===== config.mk =====
export PLATFORM = sky130hd
export DESIGN_NAME = mem_req_ctrl
export DESIGN_NICKNAME = d
export VERILOG_FILES = /design/src/rtl/mem_req_ctrl.sv
export SDC_FILE = /design/constraint.sdc
export NUM_CORES = 1
export LEC_CHECK = 0
export ABC_CLOCK_PERIOD_IN_PS = 2700
export CAP_MARGIN = 10
export CORE_ASPECT_RATIO = 0.75
export CORE_UTILIZATION = 54
export CTS_CLUSTER_SIZE = 28
export DETAILED_ROUTE_END_ITERATION = 10
export PLACE_DENSITY = 0.79
export SYNTH_ARGS = -nofsm -noshare
export SYNTH_HDL_FRONTEND = slang
export SYNTH_SLANG_ARGS = --single-unit

===== constraint.sdc =====
create_clock -name clk -period 2.7 [get_ports clk]
set_clock_uncertainty 0.15 [all_clocks]
set_input_delay 0.54 -clock clk [delete_from_list [all_inputs] [get_ports clk]]
set_output_delay 0.54 -clock clk [all_outputs]
set_load 0.1 [all_outputs]

===== src/rtl/mem_req_ctrl.sv =====
// mem_req_ctrl: request sequencer in front of a single-port memory.
// Buffers read/write requests in a small FIFO, issues each one as a single-cycle
// wren/rden strobe, waits for the memory's valid (or a timeout) and returns one
// in-order response per request on a valid/ready interface.
module mem_req_ctrl #(
  parameter int unsigned ADDR_WIDTH = 8,
  parameter int unsigned DATA_WIDTH = 32,
  parameter int unsigned FIFO_DEPTH = 4,   // power of two, >= 2
  parameter int unsigned TIMEOUT    = 16   // WAIT cycles before an error response, >= 1
) (
  input  logic                        clk,
  input  logic                        reset,      // asynchronous, active low
  // request interface
  input  logic                        req_valid,
  output logic                        req_ready,
  input  logic                        req_write,
  input  logic [ADDR_WIDTH-1:0]       req_addr,
  input  logic [DATA_WIDTH-1:0]       req_wdata,
  // response interface
  output logic                        rsp_valid,
  input  logic                        rsp_ready,
  output logic                        rsp_write,
  output logic                        rsp_err,
  output logic [DATA_WIDTH-1:0]       rsp_data,
  // memory interface
  output logic [ADDR_WIDTH-1:0]       mem_addr,
  output logic [DATA_WIDTH-1:0]       mem_wdata,
  output logic                        mem_wren,
  output logic                        mem_rden,
  input  logic [DATA_WIDTH-1:0]       mem_rdata,
  input  logic                        mem_valid,
  // status
  output logic [$clog2(FIFO_DEPTH):0] fifo_count
);

  localparam int unsigned PtrW = $clog2(FIFO_DEPTH);
  localparam int unsigned CntW = PtrW + 1;
  localparam int unsigned TmoW = $clog2(TIMEOUT + 1);

  localparam logic [CntW-1:0] FullCount = CntW'(FIFO_DEPTH);
  localparam logic [TmoW-1:0] TmoLast   = TmoW'(TIMEOUT);

  typedef enum logic [1:0] {
    StIdle,
    StIssue,
    StWait,
    StResp
  } state_e;

  // ---------------------------------------------------------------------------
  // Request FIFO
  // ---------------------------------------------------------------------------
  logic                  fifo_write_q [FIFO_DEPTH];
  logic [ADDR_WIDTH-1:0] fifo_addr_q  [FIFO_DEPTH];
  logic [DATA_WIDTH-1:0] fifo_wdata_q [FIFO_DEPTH];

  logic [PtrW-1:0] wr_ptr_q, wr_ptr_d;
  logic [PtrW-1:0] rd_ptr_q, rd_ptr_d;
  logic [CntW-1:0] count_q, count_d;

  logic   push, pop;
  state_e state_q, state_d;

  // Ready comes from the registered count only, so a full FIFO refuses a push
  // even when the FSM pops in the same cycle. Held low while reset is asserted.
  assign req_ready  = reset && (count_q != FullCount);
  assign push       = req_valid && req_ready;
  assign pop        = (state_q == StIdle) && (count_q != '0);
  assign fifo_count = count_q;

  // FIFO pointer and occupancy next-state; pointers wrap naturally (power-of-two depth)
  always_comb begin
    wr_ptr_d = wr_ptr_q;
    rd_ptr_d = rd_ptr_q;
    count_d  = count_q;
    if (push) begin
      wr_ptr_d = wr_ptr_q + 1'b1;
    end
    if (pop) begin
      rd_ptr_d = rd_ptr_q + 1'b1;
    end
    unique case ({push, pop})
      2'b10:   count_d = count_q + 1'b1;
      2'b01:   count_d = count_q - 1'b1;
      default: count_d = count_q;
    endcase
  end

  // FIFO storage; contents need no reset since the count qualifies them
  always_ff @(posedge clk) begin
    if (push) begin
      fifo_write_q[wr_ptr_q] <= req_write;
      fifo_addr_q[wr_ptr_q]  <= req_addr;
      fifo_wdata_q[wr_ptr_q] <= req_wdata;
    end
  end

  // FIFO pointer and count registers
  always_ff @(posedge clk or negedge reset) begin
    if (!reset) begin
      wr_ptr_q <= '0;
      rd_ptr_q <= '0;
      count_q  <= '0;
    end else begin
      wr_ptr_q <= wr_ptr_d;
      rd_ptr_q <= rd_ptr_d;
      count_q  <= count_d;
    end
  end

  // ---------------------------------------------------------------------------
  // Sequencing FSM with registered outputs
  // ---------------------------------------------------------------------------
  logic                  cur_write_q, cur_write_d;
  logic [ADDR_WIDTH-1:0] mem_addr_q,  mem_addr_d;
  logic [DATA_WIDTH-1:0] mem_wdata_q, mem_wdata_d;
  logic                  mem_wren_q,  mem_wren_d;
  logic                  mem_rden_q,  mem_rden_d;
  logic [TmoW-1:0]       tmo_cnt_q,   tmo_cnt_d;
  logic                  rsp_valid_q, rsp_valid_d;
  logic                  rsp_write_q, rsp_write_d;
  logic                  rsp_err_q,   rsp_err_d;
  logic [DATA_WIDTH-1:0] rsp_data_q,  rsp_data_d;

  // FSM next-state: strobes are computed a cycle early so they are high only in ISSUE
  always_comb begin
    state_d     = state_q;
    cur_write_d = cur_write_q;
    mem_addr_d  = mem_addr_q;
    mem_wdata_d = mem_wdata_q;
    mem_wren_d  = 1'b0;
    mem_rden_d  = 1'b0;
    tmo_cnt_d   = tmo_cnt_q;
    rsp_valid_d = rsp_valid_q;
    rsp_write_d = rsp_write_q;
    rsp_err_d   = rsp_err_q;
    rsp_data_d  = rsp_data_q;

    unique case (state_q)
      StIdle: begin
        if (pop) begin
          cur_write_d = fifo_write_q[rd_ptr_q];
          mem_addr_d  = fifo_addr_q[rd_ptr_q];
          mem_wdata_d = fifo_wdata_q[rd_ptr_q];
          mem_wren_d  = fifo_write_q[rd_ptr_q];
          mem_rden_d  = !fifo_write_q[rd_ptr_q];
          state_d     = StIssue;
        end
      end
      StIssue: begin
        // mem_valid is deliberately not looked at here
        tmo_cnt_d = '0;
        state_d   = StWait;
      end
      StWait: begin
        if (mem_valid) begin
          // A valid on the final timeout cycle still counts as success
          rsp_valid_d = 1'b1;
          rsp_write_d = cur_write_q;
          rsp_err_d   = 1'b0;
          rsp_data_d  = cur_write_q ? '0 : mem_rdata;
          state_d     = StResp;
        end else begin
          tmo_cnt_d = tmo_cnt_q + 1'b1;
          if (tmo_cnt_d == TmoLast) begin
            rsp_valid_d = 1'b1;
            rsp_write_d = cur_write_q;
            rsp_err_d   = 1'b1;
            rsp_data_d  = '0;
            state_d     = StResp;
          end
        end
      end
      StResp: begin
        if (rsp_ready) begin
          rsp_valid_d = 1'b0;
          state_d     = StIdle;
        end
      end
      default: begin
        state_d = StIdle;
      end
    endcase
  end

  // FSM and output registers
  always_ff @(posedge clk or negedge reset) begin
    if (!reset) begin
      state_q     <= StIdle;
      cur_write_q <= 1'b0;
      mem_addr_q  <= '0;
      mem_wdata_q <= '0;
      mem_wren_q  <= 1'b0;
      mem_rden_q  <= 1'b0;
      tmo_cnt_q   <= '0;
      rsp_valid_q <= 1'b0;
      rsp_write_q <= 1'b0;
      rsp_err_q   <= 1'b0;
      rsp_data_q  <= '0;
    end else begin
      state_q     <= state_d;
      cur_write_q <= cur_write_d;
      mem_addr_q  <= mem_addr_d;
      mem_wdata_q <= mem_wdata_d;
      mem_wren_q  <= mem_wren_d;
      mem_rden_q  <= mem_rden_d;
      tmo_cnt_q   <= tmo_cnt_d;
      rsp_valid_q <= rsp_valid_d;
      rsp_write_q <= rsp_write_d;
      rsp_err_q   <= rsp_err_d;
      rsp_data_q  <= rsp_data_d;
    end
  end

  assign mem_addr  = mem_addr_q;
  assign mem_wdata = mem_wdata_q;
  assign mem_wren  = mem_wren_q;
  assign mem_rden  = mem_rden_q;
  assign rsp_valid = rsp_valid_q;
  assign rsp_write = rsp_write_q;
  assign rsp_err   = rsp_err_q;
  assign rsp_data  = rsp_data_q;

endmodule


Word level (Yosys, flattened, before mapping)
Memories as Yosys holds them, arrays and structs flattened. A register that Yosys moved wholly into a read port is not among the register bits.
Cells that the tools add are included.
Widths: inputs -> output; s select.
{"block": "totals", "ff_bits": 52, "ramBits": 164, "in_bits": 78, "out_inout_bits": 81, "memories": 3}
{"block": "op_classes", "reduce_logical": 17, "mux": 24, "n_addsub": 5, "n_eq_ne": 11}
{"name": "fifo_wdata_q", "words": 4, "word_bits": 32, "rd": 1, "rd_clocked_by_memory_dff": 1, "write_ports": 1, "line_no": "55", "source": "logic [DATA_WIDTH-1:0] fifo_wdata_q [FIFO_DEPTH];"}
{"name": "fifo_addr_q", "words": 4, "word_bits": 8, "rd": 1, "rd_clocked_by_memory_dff": 1, "write_ports": 1, "line_no": "54", "source": "logic [ADDR_WIDTH-1:0] fifo_addr_q [FIFO_DEPTH];"}
{"name": "fifo_write_q", "words": 4, "word_bits": 1, "rd": 1, "rd_clocked_by_memory_dff": 0, "write_ports": 1, "line_no": "53", "source": "logic fifo_write_q [FIFO_DEPTH];"}
{"cell": "$mux 32", "count": 3}
{"cell": "$mux 1", "count": 12}
{"cell": "$pmux 5 s2", "count": 1}
{"cell": "$mux 2", "count": 4}
{"cell": "$pmux 2 s4", "count": 1}
{"cell": "$reduce_bool 2->1", "count": 4}
{"cell": "$eq 2x2->1 const B", "count": 3}
{"cell": "$ne 2x2->1 const B", "count": 3}
{"cell": "$ne 3x3->1 const B", "count": 2}
{"cell": "$pmux 3 s2", "count": 1}
{"cell": "$reduce_and 2->1", "count": 3}
{"cell": "$reduce_and 3->1", "count": 2}
{"cell": "$add 5x1->5 const B", "count": 1}
{"cell": "$eq 5x5->1 const B", "count": 1}
{"cell": "$mux 5", "count": 1}
{"cell": "$add 2x1->2 const B", "count": 2}
{"cell": "$eq 2x1->1 const B", "count": 2}
{"cell": "$add 3x1->3 const B", "count": 1}
{"cell": "$logic_and 1x1->1", "count": 3}
{"cell": "$logic_not 1->1", "count": 3}
{"cell": "$reduce_bool 3->1", "count": 1}
{"cell": "$sub 3x1->3 const B", "count": 1}
{"cell": "$logic_not 2->1", "count": 1}
{"cell": "$pmux 1 s2", "count": 1}

Longest topological paths before layout
{"block": "depth", "word_depth": 5, "depth_mapped": 11, "depth_no_buf": 10}

Worst setup path after synthesis
OpenSTA, ideal clock, no wires.
{"block": "synth_timing", "path_kind": "flip-flop to flip-flop", "from": "register count_q[0] (netlist: fifo_count[0])", "to": "memory fifo_addr_q[0][0], enable pin", "setup_time_ns": 0.403, "path_slack_ns": -2.095, "synth_period_minus_slack_ns": 4.795, "t_arrival_ns": 4.243, "path_stages_with_launch": 4, "path_buffers": 0, "cell_sequence": "dfrtp_1 > inv_1 > a31oi_1 > and3_1"}
{"block": "synth_via", "elab_chain_len": 5}
{"element": "start: declaration", "line_no": "59", "source": "logic [CntW-1:0] count_q, count_d;"}
{"element": "start signal: assignment", "line_no": "107", "source": "count_q <= count_d;"}
{"element": "$ne 3x3->1", "line_no": "66", "source": "assign req_ready = reset && (count_q != FullCount);"}
{"element": "$logic_and 1x1->1", "line_no": "66"}
{"element": "named net req_ready", "line_no": "15", "source": "output logic req_ready,"}
{"element": "$logic_and 1x1->1", "line_no": "67", "source": "assign push = req_valid && req_ready;"}
{"element": "$mux 1", "line_no": "91", "source": "if (push) begin"}
{"element": "$mux 1 (not written as such)", "line_no": "93", "source": "fifo_addr_q[wr_ptr_q] <= req_addr;"}
{"element": "end: declaration", "line_no": "54"}
The timed path passes the listed nets, and every way through them passes these cells.

Worst setup path in the final report
{"block": "layout_timing", "from": "register state_q[0]", "to": "register count_q[2] (netlist: fifo_count[2])"}
{"block": "layout_via", "elab_chain_len": 4, "elab_cells_between_ends": 6, "classes_between": "2 x eq/ne; 1 x mux; 3 x reduce/logical"}
{"element": "start: declaration", "line_no": "62", "source": "state_e state_q, state_d;"}
{"element": "start signal: assignment", "line_no": "189", "source": "state_q <= StIdle;"}
{"element": "start signal: assignment", "line_no": "201", "source": "state_q <= state_d;"}
{"element": "$logic_not 2->1 *", "line_no": "68", "source": "assign pop = (state_q == StIdle) && (count_q != '0);"}
{"element": "$logic_and 1x1->1 *", "line_no": "68"}
{"element": "$eq 2x1->1 or $eq 2x2->1 (tied branches)", "line_no": "82", "source": "unique case ({push, pop})"}
{"element": "$pmux 3 s2 or $reduce_bool 2->1 (tied branches)"}
Mark *: on every way between the ends. The rest lies on a longest branch, timed or not.
A chain may end at the register's enable or synchronous reset.

==> impl_metrics.json <==
{
  "outcome": "finished, final reports clean",
  "cts_inserted_buffers": 25,
  "cp_top_family": "adder cells",
  "slew_headroom_pct": 51.68,
  "ctsResizeCount": 0,
  "grt_pass1_wl_um": 31110,
  "die_w_um": 159.8,
  "ff2ff_path_depth": 10,
  "avgSynthCellArea_sq_um": 18.34,
  "ys_seq_area_share_pct": 71.65,
  "routabilityCongestion": 0.7941,
  "fmax_mhz": 443.8,
  "hp-class": "in -> async",
  "ant_nets": 0,
  "cp_slowest_cell": "dfrtp_1",
  "portBuffers": 158,
  "cts_setup_buffers": 0,
  "final_util_pct": 70.00,
  "timing_hold_violations_final": 0,
  "die_h_um": 120.4,
  "cts_root_buf": "clkbuf_16",
  "syn-num-nets": 639,
  "drc": 0,
  "synth_cell_type_count": 44,
  "grt_max_degree": 52,
  "cp_num_buf_inv": 3,
  "cp.arrival_ns": 2.52,
  "cts_tree": "built",
  "start_util_pct": 56.12,
  "vias": 5620,
  "drtIter0Drc": 404,
  "setup_viol": 0,
  "worst_pin_slew_ns": 0.7248,
  "nets": 811,
  "rows": 42,
  "synth.ff_latch_count": 256,
  "first_pass_iters": 6,
  "dpl_cell_area_sq_mm": 0.01183,
  "cp_max_fo": 4,
  "core_region_area_sq_mm": 0.01797,
  "crit_path_max_incr_delay_ns": 0.41,
  "clk_path_buf_depth": 3,
  "io-pin-count": 159,
  "rsz0062_at_grt": "no",
  "worstPathRequired_ns": 2.97,
  "synthCells": 550,
  "cap_violations": 0,
  "clock_sinks": 256,
  "pre_cts_slack_ns": 0.1609,
  "clkTransAtPathRegs_ns": 0.06,
  "end_kind": "register",
  "cp_cell_sequence": "inv_1 > ha_1 > nand2b_2 > inv_2 > ha_2 > inv_2 > fa_2 > xor2_1 > nor2_1 > xor2_1",
  "clock_latency_ns": 0.51,
  "gr-usage-all-layers_pct": 21.06,
  "tns_ns": 0,
  "drt-total-wl_um": 19900,
  "drv_slew": 0,
  "die_area_sq_mm": 0.01923,
  "final.setup.worst_slack_ns": 0.4466,
  "start_kind": "register",
  "cts_hold_buf": 0,
  "grt_overflow": 0,
  "diodes": 0,
  "critPathKind": "reg -> reg",
  "first_global_vias": 5778,
  "fillers": 1154,
  "via_per_inst": 5.717,
  "fin_area_sq_mm": 0.01258,
  "syn_area_sq_mm": 0.01009,
  "worst-path-stages": 10,
  "dp_hpwl_um": 12310,
  "antenna_found_initial": 0,
  "yosys_warnings": 0,
  "area_growth_pct": 24.74,
  "cts-htree-levels": 1,
  "wire_per_inst_um": 20.24,
  "r2r_slack_ns": 0.45,
  "finalWorstPathRequiredPeriod_ns": 2.253,
  "period_share_pct": 83.46,
  "drive_gt1_share_pct": 31.85,
  "r2r_end": "fifo_count[2]",
  "worstReg2RegStart": "state_q[0]"
}
state kept, by name (all words and copies together) (netlist names), 3 cells and up:
signal,count
fifo_write_q,4
fifo_addr_q,32
rsp_data,32
mem_addr,8
mem_wdata,32
fifo_count,3
tmo_cnt_q,5
fifo_wdata_q,128
synthesized netlist by cell type, drive strengths merged:
cell / count / area (sq um)
a21o: 2 / 15.01
a21oi: 6 / 33.78
a221o: 1 / 10.01
a22o: 1 / 8.760
a22oi: 32 / 240.2
a2bb2oi: 1 / 8.760
a31oi: 2 / 12.51
and2: 3 / 18.77
and3: 5 / 31.28
and4b: 1 / 10.01
buf: 14 / 146.4
clkbuf: 14 / 55.05
clkinv: 1 / 3.750
dfrtp: 92 / 2302
edfxtp: 164 / 4925
fa: 1 / 20.02
ha: 10 / 125.1
inv: 12 / 45.05
mux2: 43 / 626.8
mux4: 41 / 930.9
nand2: 40 / 150.1
nand2b: 1 / 8.760
nand3: 2 / 10.01
nand4: 1 / 6.260
nor2: 6 / 22.52
nor2b: 2 / 12.51
nor3: 1 / 5.000
o211ai: 2 / 15.01
o21a: 1 / 7.510
o21ai: 38 / 190.2
o311ai: 1 / 8.760
o32a: 1 / 10.01
o41ai: 1 / 8.760
xnor2: 4 / 35.03
xor2: 3 / 26.28
kinds of logic after synthesis:
| group | after synthesis | synth area share, % |
|---|---|---|
| flops | 256 | 71.65 |
| compound gates | 89 | 5.644 |
| mux | 84 | 15.44 |
| simple gates | 62 | 2.729 |
| buf+inv | 41 | 2.481 |
| fa+ha+maj | 11 | 1.439 |
| xor+xnor | 7 | 0.6079 |
layer usage:
metal | share of wire, % | GRT usage, %
met5 | 0 | 0
met1 | 42 | 28.82
met4 | 1.8 | 5.476
met3 | 6.6 | 4.288
met2 | 50 | 35.02
cell type report:
class | count | area, sq um | area share [%]
clock inverters | 10 | 58.81 | 0.4674
flip-flops and latches | 256 | 7241 | 57.55
well taps | 242 | 302.8 | 2.407
repair buffers | 173 | 1589 | 12.63
multi-input cells | 253 | 2639 | 20.97
inverters | 13 | 53.80 | 0.4276
clock buffers | 36 | 696.9 | 5.540
stage by stage:
step                hold slack, ns  std cells
global placement            0.3422        937
floorplan                  0.09441        550
CTS                         0.1015        983
global route                0.1292        983
detailed placement          0.3441        937
finish                     0.08938        983
placed cells by master (no fill, tap or decap), drive strengths merged, types with 2 or more instances in the layout:
| cell | n |
|---|---|
| nor2 | 6 |
| clkinvlp | 3 |
| edfxtp | 164 |
| dfrtp | 92 |
| mux4 | 41 |
| o21ai | 38 |
| nand2 | 40 |
| and2 | 3 |
| mux2 | 43 |
| o211ai | 2 |
| buf | 97 |
| a31oi | 2 |
| xor2 | 3 |
| inv | 13 |
| a22oi | 32 |
| a21oi | 6 |
| xnor2 | 4 |
| nor2b | 2 |
| clkinv | 7 |
| nand3 | 2 |
| ha | 10 |
| and3 | 5 |
| clkbuf | 36 |
| a21o | 2 |
| clkdlybuf4s50 | 76 |
how the worst max path moves through the flow:
stage	start	end	slack [ns]
2_1_floorplan	fifo_count[1]	fifo_count[2]	0.002
3_3_place_gp	req_valid	fifo_count[2]	0.25
3_5_place_dp	req_valid	fifo_count[2]	0.16
4_1_cts	state_q[0]	fifo_count[2]	0.44
5_1_grt	state_q[0]	fifo_count[2]	0.31
6_report	state_q[0]	fifo_count[2]	0.45
Power is left out: the tool's default activity adds up to more than one toggle a clock period on the data nets, which glitch-free logic cannot reach.
